File: config.mk
export PLATFORM = sky130hd
export DESIGN_NAME = onehot_pulse_decoder
export DESIGN_NICKNAME = d
export VERILOG_FILES = /design/src/rtl/onehot_pulse_decoder.sv
export SDC_FILE = /design/constraint.sdc
export NUM_CORES = 1
export LEC_CHECK = 0
export ABC_AREA = 1
export CORE_ASPECT_RATIO = 1.25
export CORE_MARGIN = 10
export CORE_UTILIZATION = 40
export CTS_BUF_LIST = sky130_fd_sc_hd__clkbuf_16
export CTS_CLUSTER_DIAMETER = 30
export DETAILED_ROUTE_END_ITERATION = 12
export GPL_ROUTABILITY_DRIVEN = 1
export GPL_TIMING_DRIVEN = 0
export HOLD_SLACK_MARGIN = 0.06
export SLEW_MARGIN = 25
export SYNTH_ARGS = -nofsm -noshare
export SYNTH_HDL_FRONTEND = slang
export SYNTH_SLANG_ARGS = --single-unit
File: constraint.sdc
create_clock -name clk -period 1.96 [get_ports clk]
set_input_delay 0.294 -clock clk [delete_from_list [all_inputs] [get_ports clk]]
set_output_delay 0.294 -clock clk [all_outputs]
set_load 0.02 [all_outputs]
File: src/rtl/onehot_pulse_decoder.sv
// onehot_pulse_decoder
// Sequential 3-to-8 binary-to-one-hot decoder. A code accepted over a
// valid/ready handshake drives bit[code] of o_data for HOLD cycles, followed
// by GAP all-zero cycles. A one-entry pending buffer lets the producer queue
// the next code while a pulse (or its trailing gap) is still in flight.
module onehot_pulse_decoder #(
  parameter int HOLD = 4,  // cycles each pulse stays asserted, 1..255
  parameter int GAP  = 1   // forced zero cycles between pulses, 0..255
) (
  input  logic       clk,
  input  logic       rst,
  input  logic [2:0] i_code,
  input  logic       i_valid,
  output logic       o_ready,
  output logic [7:0] o_data,
  output logic       o_busy
);

  typedef enum logic [1:0] {
    ST_IDLE   = 2'd0,
    ST_ACTIVE = 2'd1,
    ST_GAP    = 2'd2
  } state_t;

  // Counter reload values: the counter counts down to zero, so a phase of
  // N cycles is loaded with N-1. The gap reload is guarded so GAP=0 still
  // elaborates to a legal constant even though that branch is never taken.
  localparam logic [7:0] HOLD_LOAD = 8'(HOLD - 1);
  localparam logic [7:0] GAP_LOAD  = 8'((GAP > 0) ? (GAP - 1) : 0);
  localparam bit         HAS_GAP   = (GAP > 0);

  state_t     r_state;
  logic [7:0] r_data;
  logic [7:0] r_cnt;
  logic       r_pendValid;
  logic [2:0] r_pendCode;

  logic       w_accept;
  logic       w_nextAvail;
  logic [2:0] w_nextCode;
  logic       w_cntZero;

  // Decode a binary index into its one-hot line.
  function automatic logic [7:0] oneHot(input logic [2:0] c);
    oneHot = 8'b0000_0001 << c;
  endfunction

  // Ready only drops while the pending slot is occupied (and during reset).
  assign o_ready     = !rst && !r_pendValid;
  assign w_accept    = i_valid && o_ready;

  // The next code to load: the pending entry always wins; otherwise a code
  // accepted on this very edge bypasses the buffer.
  assign w_nextAvail = r_pendValid || w_accept;
  assign w_nextCode  = r_pendValid ? r_pendCode : i_code;

  assign w_cntZero   = (r_cnt == 8'd0);

  assign o_data      = r_data;
  assign o_busy      = (r_state != ST_IDLE);

  // Single state machine: phase sequencing, pulse/gap timing, pending buffer
  // and the registered one-hot output all update together.
  always_ff @(posedge clk or posedge rst) begin
    if (rst) begin
      r_state     <= ST_IDLE;
      r_data      <= 8'd0;
      r_cnt       <= 8'd0;
      r_pendValid <= 1'b0;
      r_pendCode  <= 3'd0;
    end else begin
      case (r_state)
        ST_IDLE: begin
          r_data <= 8'd0;
          if (w_accept) begin
            r_state <= ST_ACTIVE;
            r_data  <= oneHot(i_code);
            r_cnt   <= HOLD_LOAD;
          end
        end

        ST_ACTIVE: begin
          if (!w_cntZero) begin
            r_cnt <= r_cnt - 8'd1;
            if (w_accept) begin
              r_pendValid <= 1'b1;
              r_pendCode  <= i_code;
            end
          end else if (HAS_GAP) begin
            r_state <= ST_GAP;
            r_data  <= 8'd0;
            r_cnt   <= GAP_LOAD;
            if (w_accept) begin
              r_pendValid <= 1'b1;
              r_pendCode  <= i_code;
            end
          end else if (w_nextAvail) begin
            r_state     <= ST_ACTIVE;
            r_data      <= oneHot(w_nextCode);
            r_cnt       <= HOLD_LOAD;
            r_pendValid <= 1'b0;
          end else begin
            r_state <= ST_IDLE;
            r_data  <= 8'd0;
          end
        end

        ST_GAP: begin
          r_data <= 8'd0;
          if (!w_cntZero) begin
            r_cnt <= r_cnt - 8'd1;
            if (w_accept) begin
              r_pendValid <= 1'b1;
              r_pendCode  <= i_code;
            end
          end else if (w_nextAvail) begin
            r_state     <= ST_ACTIVE;
            r_data      <= oneHot(w_nextCode);
            r_cnt       <= HOLD_LOAD;
            r_pendValid <= 1'b0;
          end else begin
            r_state <= ST_IDLE;
          end
        end

        default: begin
          r_state     <= ST_IDLE;
          r_data      <= 8'd0;
          r_cnt       <= 8'd0;
          r_pendValid <= 1'b0;
        end
      endcase
    end
  end

endmodule

==> flow_metrics.py <==
metrics = {
    "clocking": {
        "cts_tree": "built",
        "htree_num_levels": 1,
        "insertion_delay_ns": 0.25,
        "numCtsBuffers": 3,
        "postCtsSetupBuffers": 0,
        "root_buffer": "clkbuf_16",
        "clkTransAtPathRegs_ns": 0.06,
        "cts_hold_buffers": 0,
        "clock_path_buffers": 2,
        "clock-sinks": 22,
    },
    "die": {
        "die_area_mm2": 0.00679,
        "coreArea_mm2": 0.00375,
        "initial_core_util": 0.414,
        "die_y_um": 89.7,
        "rows": 25,
        "io_pins": 16,
        "die-width_um": 75.8,
    },
    "placement": {
        "dpl.cell_count": 268,
        "port_buffers": 15,
        "gp_congestion": 0.863,
        "pre_cts_ws_ns": -0.149,
        "dp_hpwl_um": 2570,
    },
    "timing": {
        "tightestPinTransition_ns": 0.316,
        "finalCritPeriodShare": 0.930,
        "fin_hold_ws_ns": 0.432,
        "setup_viol": 0,
        "fin_setup_tns_ns": 0,
        "rsz0062_at_grt": "false",
        "slew_headroom": 0.789,
        "period_needed_ns": 1.82,
        "hold_viol": 0,
        "setup_slack_ns": 0.136,
        "fmax_mhz": 548,
        "final_max_slew_viol_count": 0,
        "finalClockSkew_ns": 0.00354,
    },
    "routing": {
        "drcViolationCount": 0,
        "drtIter0Drc": 59,
        "wl_um": 3270,
        "drtAntennaViolNets": 0,
        "via_per_inst": 4.99,
        "vias": 1356,
        "firstDrtPassIters": 4,
        "post_drt_wl_per_cell_um": 12.0,
    },
    "flow_run": {
        "drv_cap": 0,
    },
    "min_path": {
        "min-delay-path-class": "input port to asynchronous set/reset pin",
    },
    "setup_path": {
        "cp_max_fo": 2,
        "worst-setup-path-type": "input port to output pin",
        "r2r_cells": 9,
        "worstPathRequired_ns": 1.67,
        "start_kind": "input port",
        "crit_path_start": "rst",
        "reg2reg_to": "r_cnt[4]",
        "arrival_ns": 1.53,
        "r2r_start": "r_cnt[0]",
        "endpoint_kind": "output pin",
        "r2r_slack_ns": 0.30,
    },
    "pwr": {
        "power_density_mw_per_mm2": 1580,
        "p_leak_nw": 0.952,
        "vdd_drop_max_uv": 664,
    },
    "global_routing": {
        "grt_pass1_wl_um": 5870,
        "antenna_found_initial": 0,
        "grt-ovfl-total": 0,
        "grtUsageTotal": 0.109,
        "grt_pass1_vias": 1308,
        "grt_max_degree": 25,
    },
    "synth": {
        "syn_area_per_cell_um2": 7.30,
        "synthDistinctLibCells": 33,
        "ys_ff_latch": 22,
        "synth.yosys.seq_area_share": 0.354,
        "synth_cells": 213,
        "synth_nets": 225,
        "ys_warn_count": 0,
        "synth_area_mm2": 0.00155,
    },
    "finish": {
        "drive_above_1_share": 0.129,
        "antenna_cells": 0,
        "multi_input_area_um2": 881,
        "layout_common_cells": "71 x nand2_1, 25 x nand3_1, 22 x inv_1, 22 x dfrtp_1, 15 x nor2_1",
        "stdcell_count": 272,
        "utilization": 0.489,
        "layout_commonest_cell": "nand2_1",
        "fill_cells": 383,
        "ff_latch_area_um2": 551,
        "nets": 245,
        "synthToLayoutAreaGrowth_pct": 18.0,
    },
    "run_status": {
        "status": "complete, no violations",
    },
}
-- per-layer routing --
metal,global-route usage,vias to the layer above,wire length (µm)
li1,-,712,-
met1,0.122,621,1440
met2,0.196,16,1680
met3,0.0220,7,88
met4,0.0406,0,59
met5,0,-,0
-- kinds of logic (layout without fill, tap and decap cells) --
family / after synthesis / in the layout / synth area share
simple gates: 131 / 131 / 0.426
buf+inv: 31 / 50 / 0.0789
compound gates: 22 / 22 / 0.0870
flops: 22 / 22 / 0.354
fa+ha+maj: 6 / 6 / 0.0483
xor+xnor: 1 / 1 / 0.00564
-- metrics by stage --
step | power, mW | cell area [µm²]
final | 2.89 | 1830
after global routing | 3.19 | 1830
after CTS | 2.94 | 1830
after detailed placement | 2.49 | 1750
after global placement | 2.48 | 1750
after floorplan | 2.13 | 1550
-- cells in the mapped netlist --
master | n | share of area
nor2_2 | 2 | 0.0081
nor2b_1 | 1 | 0.0040
inv_1 | 22 | 0.053
o21ai_0 | 3 | 0.0097
xnor2_1 | 1 | 0.0056
o21ai_2 | 1 | 0.0056
nor3_2 | 2 | 0.013
a21boi_2 | 1 | 0.0072
nor3_1 | 1 | 0.0032
a31oi_1 | 1 | 0.0040
nor2_8 | 2 | 0.026
nand4_1 | 2 | 0.0081
inv_4 | 1 | 0.0040
o21a_1 | 1 | 0.0048
ha_1 | 6 | 0.048
o211ai_1 | 1 | 0.0048
buf_4 | 1 | 0.0048
inv_2 | 6 | 0.014
o21bai_1 | 1 | 0.0048
o21ai_1 | 7 | 0.023
clkinv_1 | 1 | 0.0024
nor2_1 | 15 | 0.036
nand2_2 | 2 | 0.0081
dfrtp_1 | 22 | 0.35
nor2_4 | 3 | 0.022
nand3_4 | 1 | 0.011
nand2_4 | 3 | 0.022
nand2_1 | 71 | 0.17
a21oi_1 | 4 | 0.013
a21oi_2 | 1 | 0.0056
a211oi_1 | 1 | 0.0048
nand3_1 | 25 | 0.081
nand2_8 | 1 | 0.013
-- cell type report --
cell class                      instances  area share
Inverter                               30      0.0641
Timing Repair Buffer                   15      0.0812
Multi-Input combinational cell        160       0.480
Buffer                                  1     0.00409
Sequential cell                        22       0.300
Clock buffer                            3      0.0409
Clock inverter                          1     0.00205
Tap cell                               40      0.0273
-- how the worst max path moves through the flow --
| stage | slack [ns] | end | depth (start not counted) |
|---|---|---|---|
| CTS | 0.13 | r_cnt[4] | 8 |
| finish | 0.14 | o_ready | 3 |
| floorplan | 0.50 | r_cnt[3] | 9 |
| global placement | -0.13 | r_cnt[3] | 8 |
| detailed placement | -0.15 | r_cnt[7] | 9 |
| global route | 0.09 | o_ready | 3 |
-- state kept, by name, summed over array words and instances, names as in the netlist --
register,count
o_data,8
r_cnt,8
r_pendCode,3
r_state,2
r_pendValid,1
-- timing repair --
| item | 4_1_cts | 5_1_grt |
|---|---|---|
| resized for setup | 1 | 2 |
| gates cloned | 0 | 0 |
| endpoints found under the setup margin | 1 | 7 |
-- critical path, stage by stage --
cell             delay [ns]
clkdlybuf4s50_1        0.49
nor2_4                 0.13
clkdlybuf4s50_1        0.61
-- where the power goes --
part           total, mW  leakage [nW]  switching, mW  internal, mW
clock network      0.435        0.0385          0.163         0.272
registers          0.717         0.292          0.119         0.599
logic               1.74         0.621           1.15         0.594
total               2.89         0.952           1.43          1.46
Power figures use the tool's default switching activity.
